`config.mk`:
```
export PLATFORM = sky130hd
export DESIGN_NAME = lock_ctrl
export DESIGN_NICKNAME = d
export VERILOG_FILES = /design/src/rtl/lock_ctrl.sv
export SDC_FILE = /design/constraint.sdc
export NUM_CORES = 1
export LEC_CHECK = 0
export ABC_AREA = 1
export CAP_MARGIN = 20
export CORE_ASPECT_RATIO = 1.2
export CORE_MARGIN = 2
export CORE_UTILIZATION = 55
export DETAILED_ROUTE_END_ITERATION = 10
export DONT_BUFFER_PORTS = 1
export PLACE_DENSITY = 0.81
export SLEW_MARGIN = 20
export SYNTH_ARGS = -nofsm -noshare
export SYNTH_HDL_FRONTEND = slang
export SYNTH_SLANG_ARGS = --single-unit
```
`constraint.sdc`:
```
create_clock -name CLK -period 2.9 [get_ports CLK]
set_clock_uncertainty 0.1 [all_clocks]
set_input_delay 0.58 -clock CLK [delete_from_list [all_inputs] [get_ports CLK]]
set_output_delay 0.58 -clock CLK [all_outputs]
set_load 0.02 [all_outputs]
```
`src/rtl/lock_ctrl.sv`:
```
// Combination-lock sequencer: keypad digit entry, code compare, failure lockout,
// timed unlock window and in-window reprogramming of the stored code.
module lock_ctrl #(
  parameter int unsigned                       DIGIT_W      = 4,
  parameter int unsigned                       CODE_LEN     = 4,
  parameter logic [CODE_LEN*DIGIT_W-1:0]       DEFAULT_CODE = 16'h1001,
  parameter int unsigned                       MAX_FAIL     = 3,
  parameter int unsigned                       LOCKOUT_CYC  = 1000,
  parameter int unsigned                       UNLOCK_CYC   = 500,
  parameter int unsigned                       TIMEOUT_CYC  = 2000
) (
  input  logic                              CLK,
  input  logic                              RST,
  input  logic                              key_valid,
  input  logic [DIGIT_W-1:0]                key_digit,
  output logic                              key_ready,
  input  logic                              prog_en,
  input  logic                              relock,
  output logic [2:0]                        state_o,
  output logic                              unlocked,
  output logic                              locked_out,
  output logic                              bad_code,
  output logic                              abort,
  output logic                              prog_done,
  output logic [$clog2(MAX_FAIL+1)-1:0]     fail_cnt
);

  localparam int unsigned CW      = CODE_LEN * DIGIT_W;
  localparam int unsigned FW      = $clog2(MAX_FAIL + 1);
  localparam int unsigned CNT_W   = $clog2(CODE_LEN + 1);
  localparam int unsigned TMR_M0  = (LOCKOUT_CYC > UNLOCK_CYC) ? LOCKOUT_CYC : UNLOCK_CYC;
  localparam int unsigned TMR_MAX = (TIMEOUT_CYC > TMR_M0) ? TIMEOUT_CYC : TMR_M0;
  localparam int unsigned TW      = $clog2(TMR_MAX + 1);

  typedef enum logic [2:0] {
    S_IDLE    = 3'd0,
    S_ENTRY   = 3'd1,
    S_CHECK   = 3'd2,
    S_OPEN    = 3'd3,
    S_LOCKOUT = 3'd4
  } state_t;

  state_t             state, state_nxt;
  logic [CW-1:0]      entry_buf, shadow_buf, code_reg;
  logic [CW-1:0]      entry_ins, shadow_ins;
  logic [CNT_W-1:0]   digit_cnt, shadow_cnt;
  logic [TW-1:0]      tmr;
  logic [FW-1:0]      fail_nxt, fail_inc;
  logic               accept;
  logic               buf_wr, shadow_wr, shadow_clr, commit, tmr_clr;
  logic               bad_nxt, abort_nxt, prog_done_nxt;

  assign accept     = key_valid & key_ready;
  assign fail_inc   = fail_cnt + FW'(1);
  assign state_o    = state;
  assign unlocked   = (state == S_OPEN);
  assign locked_out = (state == S_LOCKOUT);

  // Candidate buffers with the incoming digit dropped into the next slot (slot 0 = MSB digit)
  always_comb begin
    entry_ins  = entry_buf;
    shadow_ins = shadow_buf;
    for (int i = 0; i < CODE_LEN; i++) begin
      if (digit_cnt == CNT_W'(i))
        entry_ins[(CODE_LEN-1-i)*DIGIT_W +: DIGIT_W] = key_digit;
      if (shadow_cnt == CNT_W'(i))
        shadow_ins[(CODE_LEN-1-i)*DIGIT_W +: DIGIT_W] = key_digit;
    end
  end

  always_ff @(posedge CLK or posedge RST) begin
    if (RST) state <= S_IDLE;
    else     state <= state_nxt;
  end

  always_comb begin
    state_nxt     = state;
    fail_nxt      = fail_cnt;
    bad_nxt       = 1'b0;
    abort_nxt     = 1'b0;
    prog_done_nxt = 1'b0;
    buf_wr        = 1'b0;
    shadow_wr     = 1'b0;
    shadow_clr    = 1'b0;
    commit        = 1'b0;
    tmr_clr       = 1'b0;
    case (state)
      S_IDLE: begin
        if (accept) begin
          buf_wr    = 1'b1;
          state_nxt = (CODE_LEN == 1) ? S_CHECK : S_ENTRY;
        end
      end
      S_ENTRY: begin
        // an accept in the timeout cycle takes priority over the timeout
        if (accept) begin
          buf_wr  = 1'b1;
          tmr_clr = 1'b1;
          if (digit_cnt == CNT_W'(CODE_LEN - 1)) state_nxt = S_CHECK;
        end else if (tmr == TW'(TIMEOUT_CYC - 1)) begin
          state_nxt = S_IDLE;
          abort_nxt = 1'b1;
        end
      end
      S_CHECK: begin
        if (entry_buf == code_reg) begin
          state_nxt = S_OPEN;
          fail_nxt  = '0;
        end else begin
          bad_nxt   = 1'b1;
          fail_nxt  = fail_inc;
          state_nxt = (fail_inc == FW'(MAX_FAIL)) ? S_LOCKOUT : S_IDLE;
        end
      end
      S_OPEN: begin
        if (relock) begin
          state_nxt = S_IDLE;
        end else if (prog_en && accept) begin
          shadow_wr = 1'b1;
          tmr_clr   = 1'b1;
          if (shadow_cnt == CNT_W'(CODE_LEN - 1)) begin
            commit        = 1'b1;
            prog_done_nxt = 1'b1;
            shadow_clr    = 1'b1;
          end
        end else begin
          if (!prog_en) shadow_clr = 1'b1;
          if (tmr == TW'(UNLOCK_CYC - 1)) state_nxt = S_IDLE;
        end
      end
      S_LOCKOUT: begin
        if (tmr == TW'(LOCKOUT_CYC - 1)) begin
          state_nxt = S_IDLE;
          fail_nxt  = '0;
        end
      end
      default: state_nxt = S_IDLE;
    endcase
  end

  // Datapath, timers and registered status outputs
  always_ff @(posedge CLK or posedge RST) begin
    if (RST) begin
      entry_buf  <= '0;
      digit_cnt  <= '0;
      shadow_buf <= '0;
      shadow_cnt <= '0;
      code_reg   <= DEFAULT_CODE;
      tmr        <= '0;
      fail_cnt   <= '0;
      bad_code   <= 1'b0;
      abort      <= 1'b0;
      prog_done  <= 1'b0;
      key_ready  <= 1'b1;
    end else begin
      bad_code  <= bad_nxt;
      abort     <= abort_nxt;
      prog_done <= prog_done_nxt;
      fail_cnt  <= fail_nxt;
      key_ready <= (state_nxt == S_IDLE) || (state_nxt == S_ENTRY) ||
                   ((state_nxt == S_OPEN) && prog_en);

      if (state_nxt != state || tmr_clr) tmr <= '0;
      else if (tmr != TW'(TMR_MAX))      tmr <= tmr + TW'(1);

      if (state_nxt == S_IDLE) begin
        entry_buf <= '0;
        digit_cnt <= '0;
      end else if (buf_wr) begin
        entry_buf <= entry_ins;
        digit_cnt <= digit_cnt + CNT_W'(1);
      end

      if (state_nxt != S_OPEN || shadow_clr) begin
        shadow_buf <= '0;
        shadow_cnt <= '0;
      end else if (shadow_wr) begin
        shadow_buf <= shadow_ins;
        shadow_cnt <= shadow_cnt + CNT_W'(1);
      end

      if (commit) code_reg <= shadow_ins;
    end
  end

endmodule

```
==> results of run 1 <==
==> cell usage in the layout (no fill, tap or decap), types with 3 or more instances in the layout <==
cell type | netlist | final
a21oi_1 | 14 | 14
a21oi_2 | 6 | 6
clkbuf_8 | 0 | 9
dfrtp_1 | 67 | 67
dfstp_2 | 3 | 3
ha_1 | 13 | 13
inv_1 | 70 | 69
inv_2 | 5 | 6
nand2_1 | 160 | 160
nand2_4 | 3 | 3
nand3_1 | 41 | 41
nand4_1 | 4 | 4
nor2_1 | 43 | 43
nor2_2 | 5 | 5
o21ai_0 | 29 | 29
xor2_1 | 10 | 10
==> area by class of cell <==
| cell class | count | area (µm²) | share of cell area [%] |
|---|---|---|---|
| clock inverter | 7 | 96.34 | 2.345 |
| sequential | 70 | 1755 | 42.72 |
| timing repair buffer | 2 | 15.01 | 0.3654 |
| tap | 87 | 108.9 | 2.649 |
| inverter | 76 | 285.3 | 6.943 |
| clock buffer | 9 | 123.9 | 3.015 |
| multi-input combinational | 345 | 1724 | 41.96 |
==> Yosys cell counts, types with 2 or more instances <==
cell type / count / share of area, %
inv_1: 70 / 6.8
nor2_1: 43 / 4.2
nor2_2: 5 / 0.81
buf_6: 5 / 1.5
nand2_1: 160 / 16
dfstp_2: 3 / 2.1
nor3_1: 2 / 0.26
xor2_1: 10 / 2.3
ha_1: 13 / 4.2
nand3_1: 41 / 5.3
dfrtp_1: 67 / 44
nand3_2: 2 / 0.52
nand2_4: 3 / 0.88
a21oi_2: 6 / 1.4
nand4_1: 4 / 0.65
nand2_2: 2 / 0.33
o21ai_0: 29 / 3.8
a21oi_1: 14 / 1.8
nor2_4: 2 / 0.59
inv_2: 5 / 0.49
buf_2: 4 / 0.52
==> routing by layer <==
layer	part of all wire [%]	track usage [%]
met1	43	27.02
met4	1.8	10.59
met3	4.4	3.788
met5	0	0
met2	51	38.54
==> through the flow <==
stage,cells,setup slack (ns),total power [W]
floorplan,501,0.4568,0.001913
global placement,580,0.8366,0.001978
detailed placement,580,0.7300,0.002013
CTS,596,0.7125,0.002886
global route,596,0.4730,0.003092
finish,596,0.7360,0.002881
==> how the worst max path moves through the flow <==
| stage | end | depth (start not counted) | slack (ns) |
|---|---|---|---|
| floorplan | abort | 1 | 0.46 |
| global placement | tmr[3] | 9 | 0.84 |
| detailed placement | tmr[7] | 10 | 0.73 |
| CTS | tmr[7] | 10 | 0.71 |
| global route | tmr[2] | 12 | 0.47 |
| finish | tmr[7] | 10 | 0.74 |
==> power groups by stage <==
stage | Sequential (W) | Combinational (W) | Clock (W)
4_1_cts | 0.00128 | 0.000720 | 0.000887
3_3_place_gp | 0.00129 | 0.000685 | 0
5_1_grt | 0.00130 | 0.000852 | 0.000938
6_report | 0.00128 | 0.000718 | 0.000883
3_5_place_dp | 0.00130 | 0.000716 | 0
2_1_floorplan | 0.00126 | 0.000654 | 0
==> worst max-delay path: cells and delay by family, from the launching register on <==
| family | cells | cell delay [ns] |
|---|---|---|
| buffers and inverters | 1 | 0.06 |
| AND/OR/NAND/NOR | 8 | 1.27 |
| AO/OA/AOI/OAI | 1 | 0.06 |
| flip-flops | 1 | 0.60 |
==> cell families (layout without fill, tap and decap cells) <==
family / count (synthesis) / after routing
flip-flops: 70 / 70
AND/OR/NAND/NOR: 269 / 269
buffers and inverters: 86 / 94
AO/OA/AOI/OAI: 52 / 52
adder cells (fa/ha/maj): 13 / 13
XOR/XNOR: 11 / 11
==> reports/results.tsv, run 1 <==
stage	metric	value	unit
clocking	cts_resized	0	
pwr	p_seq_share	44.4	%
synth	avgSynthCellArea	7.675	µm²
detailed_routing	drc	0	
clocking	clk_pin_slew	0.08	ns
clocking	clk_path_buf_depth	2	
worst_setup_path	crit_type	flip-flop to flip-flop	
worst_setup_path	r2r-end	tmr[7]	
synth	synth_seq_area_share	45.66	%
worst_setup_path	required	3.06	ns
synth	post_synth_inst_count	501	
clocking	postCtsSetupBuffers	0	
die	fp.dieW	80.33	µm
pwr	peakVddDrop	426.5	µV
synth	synth_xor_area_share	2.506	%
global_route	grt_pass1_wl	13330	µm
pwr	switchingPower	0.001042	W
pwr	total_leakage_power	2.067	nW
global_route	antenna_found_initial	0	
pwr	combPwrFrac	24.9	%
detailed_routing	wl_per_cell	12.52	µm
cells_and_area	stdcell_area	4109	µm²
synth	synth_nets	523	
cells_and_area	syn2layout_area_growth	6.866	%
worst_setup_path	cp_slowest_stage_delay	0.60	ns
synth	syn_area	3845	µm²
pwr	intPower	0.001839	W
synth	yosys_most_used_dff	dfrtp_1	
timing	max_freq	462.1	MHz
synth	synth_mux_area_share	0	%
clocking	root_buffer	clkbuf_8	
synth	synth_cell_types	32	
detailed_routing	drt_iter0_markers	147	
clocking	h-tree-depth	3	
timing	tightest_slew	0.4496	ns
worst_setup_path	path_max_fanout	11	
pwr	pwr-share-clk	30.7	%
synth	yosys.area_share.simple	30.49	%
timing	fin_crit_sh	74.62	%
detailed_routing	dr.pass1.iters	5	
detailed_routing	via_per_inst	5.181	
placement	placed_cell_area	3889	µm²
synth	synth_adder_area_share	4.230	%
synth	synth_compound_area_share	7.615	%
worst_setup_path	crit_slowest_cell	dfstp_2	
global_route	grt_use_total	22.33	%
die	die_area	7678	µm²
timing	hold_viol_final	0	
worst_setup_path	crit_chain	nand2_1, nor2_1, nor2_1, nand2_1, a21boi_2, nand2_2, inv_2, nand2_1, nand3_1, nor2_1	
worst_setup_path	rrSetupSlack	0.74	ns
timing	min_period	2.164	ns
worst_setup_path	reg2reg_depth	10	
pwr	power_density	701.1	nW/µm²
timing	setup-tns-final	0	ns
cells_and_area	fillerInstances	588	
timing	hold_ws	0.009517	ns
clocking	cts_tree	yes	
synth	ys_seq_elements	70	
clocking	clk_latency	0.35	ns
global_route	grt_max_degree	37	
worst_setup_path	setup.worst_path.start_class	flip-flop	
pwr	p_sw_share	36.18	%
flow_run	cap_violations	0	
timing	max-slew-margin-rel	69.94	%
cells_and_area	diodes	0	
die	ioPinCount	20	
synth	synthArstFlopShare	100.0	%
global_route	grt_pass1_vias	3112	
worst_setup_path	rr_startpoint	key_ready	
clocking	cts_buffers	9	
placement	io_buffers	0	
synth	synth_top_family_by_area	simple AND/OR/NAND/NOR gates	
worst_setup_path	crit_path_start	key_ready	
cells_and_area	drive_gt1_share	10.02	%
detailed_routing	finalWirelength	7460	µm
timing	rsz0062_at_grt	no	
detailed_routing	via_count	3088	
cells_and_area	final_nets	526	
timing	setup-violations-final	0	
timing	slew_violations	0	
die	die_h	95.59	µm
worst_setup_path	crit_path_end_kind	flip-flop	
placement	gp_congestion	0.7995	
synth	synth_edf_count	0	
synth	synth_warnings	0	
die	rows	33	
placement	hpwl	5377	µm
worst_setup_path	arrival	2.33	ns
die	coreArea	6813	µm²
clocking	ctsHoldBuffers	0	
clocking	clock-sinks	70	
cells_and_area	finish.utilization	60.31	%
detailed_routing	antenna_left	0	
worst_hold_path	hold_class	input port to asynchronous set/reset pin	
global_route	grt-ovfl-total	0	
outcome	status	complete, no violations	
die	initial_core_util	56.44	%
(Power assumes the default switching activity.)
==> inputs of run 2 (changes only) <==
--- a/config.mk
+++ b/config.mk
@@ -12,7 +12,7 @@
 export CORE_UTILIZATION = 55
 export DETAILED_ROUTE_END_ITERATION = 10
 export DONT_BUFFER_PORTS = 1
-export PLACE_DENSITY = 0.81
+export PLACE_DENSITY = 0.84
 export SLEW_MARGIN = 20
 export SYNTH_ARGS = -nofsm -noshare
 export SYNTH_HDL_FRONTEND = slang
==> constraint.sdc (replaced) <==
create_clock -name CLK -period 1.9 [get_ports CLK]
set_clock_uncertainty 0.1 [all_clocks]
set_input_delay 0.38 -clock CLK [delete_from_list [all_inputs] [get_ports CLK]]
set_output_delay 0.38 -clock CLK [all_outputs]
set_load 0.02 [all_outputs]
==> run 2 against run 1 <==
Net effect: the flow now finishes with violations (setup timing); hold slack gained 0.018 ns; design area grew 17%; clock power grew 29%; die area is the same; count of clock-buffer cells in the layout is the same; register-to-register slack lost 1.2 ns; largest cell class is now multi-input gates; combinational power grew to 3.1 times the previous value.
==> reports/results.tsv, run 2 (synthesis results as in run 1) <==
stage	metric	value	unit	change
placement	hpwl	5780	µm	+7.5%
detailed_routing	wl_per_cell	18.15	µm	+45%
clocking	clk_path_buf_depth	2		unchanged
die	ioPinCount	20		unchanged
worst_setup_path	crit_type	flip-flop to flip-flop		
cells_and_area	fillerInstances	446		-24%
global_route	grt_use_total	27.09	%	+4.8 points
detailed_routing	highest_layer	met4		
placement	pre_cts_slack	-0.1898	ns	-0.9198 ns
timing	setup-violations-final	46		+46
worst_hold_path	hold_class	input port to flip-flop		
global_route	grt_pass1_vias	3380		+8.6%
detailed_routing	dr.pass1.iters	6		+1
timing	slew_violations	0		unchanged
clocking	h-tree-depth	3		unchanged
detailed_routing	drt_iter0_markers	453		+210%
pwr	peakVddDrop	676.2	µV	+59%
pwr	p_sw_share	43.45	%	+7.3 points
die	die_area	7678	µm²	unchanged
worst_setup_path	cp_slowest_stage_delay	0.42	ns	-0.18 ns
worst_setup_path	required	2.01	ns	-1.05 ns
worst_setup_path	crit_slowest_cell	dfrtp_1		
global_route	antenna_found_initial	0		unchanged
cells_and_area	final_cell_mix	147 x nand2_1, 66 x dfrtp_1, 64 x inv_1		
clocking	cts_tree	yes		
clocking	clock-sinks	70		unchanged
timing	hold_ws	0.02729	ns	+0.01777 ns
clocking	clk_latency	0.37	ns	+0.02 ns
worst_setup_path	arrival	2.44	ns	+0.11 ns
global_route	grt-ovfl-total	0		unchanged
detailed_routing	drt-met1-wl	4345	µm	+35%
pwr	combPwrFrac	42.3	%	+17 points
cells_and_area	drive_gt1_share	27.44	%	+17 points
worst_setup_path	crit_path_start	digit_cnt[0]		
timing	layout_setup_ws	-0.4274	ns	-1.163 ns
worst_setup_path	path_max_fanout	5		-6
worst_setup_path	setup.worst_path.start_class	flip-flop		
pwr	total_leakage_power	2.310	nW	+12%
worst_setup_path	crit_path_end_kind	flip-flop		
detailed_routing	finalWirelength	11640	µm	+56%
die	rows	33		unchanged
clocking	root_buffer	clkbuf_8		
die	initial_core_util	56.44	%	unchanged
timing	hold_viol_final	0		unchanged
cells_and_area	syn2layout_area_growth	24.89	%	
detailed_routing	via_count	3771		+22%
pwr	power_density	1112	nW/µm²	+59%
worst_setup_path	rr_startpoint	digit_cnt[0]		
detailed_routing	wl_met3	974	µm	+200%
cells_and_area	layout_commonest_cell	nand2_1		
timing	min_period	2.327	ns	+0.1635 ns
timing	rsz0062_at_grt	yes		
timing	max_freq	429.7	MHz	-7.0%
flow_run	cap_violations	0		unchanged
die	die_h	95.59	µm	unchanged
detailed_routing	antenna_left	0		unchanged
detailed_routing	dr_wl_met2	5570	µm	+48%
detailed_routing	via_per_inst	5.883		+14%
global_route	grt_pass1_wl	15940	µm	+20%
placement	io_buffers	0		unchanged
worst_setup_path	cp_common_cell	ha_2		
timing	tightest_slew	0.5529	ns	+0.1033 ns
pwr	pwr-share-clk	21.4	%	-9.3 points
timing	max-slew-margin-rel	63.06	%	-6.9 points
worst_setup_path	crit_chain	ha_2, ha_2, nand4_1, a21boi_4, nand2_4, nor2_4, buf_6, nand2_8, nand3_1, nand2_1		
pwr	switchingPower	0.002321	W	+120%
die	fp.dieW	80.33	µm	unchanged
cells_and_area	diodes	0		unchanged
die	coreArea	6813	µm²	unchanged
global_route	grt_max_degree	28		-24%
worst_hold_path	hold_start	prog_en		
clocking	clk_pin_slew	0.10	ns	+0.02 ns
pwr	intPower	0.003021	W	+64%
outcome	violations	setup timing		
outcome	status	complete, but fails checks		
placement	gp_congestion	0.8322		+4.1%
cells_and_area	final_nets	571		+8.6%
detailed_routing	drc	0		unchanged
pwr	p_seq_share	36.3	%	-8.1 points
timing	fin_crit_sh	122.5	%	+48 points
clocking	cts_buffers	9		unchanged
[run 2: cell types whose count changed in the layout (fill, tap and decap cells not counted), moves of 7 or more]
| cell | change |
|---|---|
| buf_4 | +28 |
| nand2_1 | -13 |
| nand3_1 | -13 |
| nor2_1 | -13 |
| nand2_2 | +12 |
| nand3_2 | +10 |
| nor2_4 | +8 |
| buf_6 | +7 |
[run 2: worst paths after layout]
kind | to | slack [ns] | cells past startpoint
worst max-delay path | entry_buf[10] | -0.43 | 10
worst min-delay path | key_ready | 0.03 | 2
worst max register to register | entry_buf[10] | -0.43 | 10
worst min register to register | code_reg[7] | 0.40 | 2
max in group asynchronous | key_ready | 0.68 | 3
min in group asynchronous | entry_buf[7] | 0.43 | 2
[run 2: metal layers]
metal	vias to the layer above	track usage [%]
met4	0	14.12
li1	1653	-
met1	1776	34.99
met2	263	43.33
met5	-	0
met3	79	5.019
[run 2: power by group through the flow]
stage	logic, W	clock network [W]	registers (W)
2_1_floorplan	0.000998	0	0.00192
5_1_grt	0.00240	0.00121	0.00195
4_1_cts	0.00175	0.00111	0.00190
3_5_place_dp	0.00131	0	0.00193
3_3_place_gp	0.00123	0	0.00192
6_report	0.00226	0.00114	0.00194
[run 2: what timing repair did]
action                                  in CTS  in global routing
endpoints found under the setup margin      46                 46
hold buffers                                 1                  0
endpoints found under the hold margin       19                  0
gates cloned                                 5                  3
buffers inserted                             4                 11
resized for setup                           34                 62
pin swaps                                   10                 19
[run 2: final cells by class]
cell class / instances / area (µm²) / share of cell area [%]
timing repair buffer: 40 / 349.1 / 7.269
clock inverter: 7 / 48.80 / 1.016
tap: 87 / 108.9 / 2.267
multi-input combinational: 352 / 2111 / 43.96
sequential: 70 / 1757 / 36.58
inverter: 76 / 304.0 / 6.331
clock buffer: 9 / 123.9 / 2.579
[run 2: through the flow]
stage	cell area, µm²	setup TNS (ns)	total power (W)	std cells	utilization [%]
3_5_place_dp	4070	-5.439	0.003235	602	59.74
5_1_grt	4802	-11.27	0.005565	641	70.49
3_3_place_gp	4070	-3.224	0.003154	602	59.74
6_report	4802	-6.902	0.005342	641	70.49
2_1_floorplan	3849	0	0.002921	501	-
4_1_cts	4486	-2.551	0.004760	628	65.84
[run 2: worst max-delay path: cells and delay by family, from the launching register on]
family,cells,cell delay (ns)
AO/OA/AOI/OAI,1,0.24
buffers and inverters,1,0.16
adder cells (fa/ha/maj),2,0.39
AND/OR/NAND/NOR,6,0.86
flip-flops,1,0.42
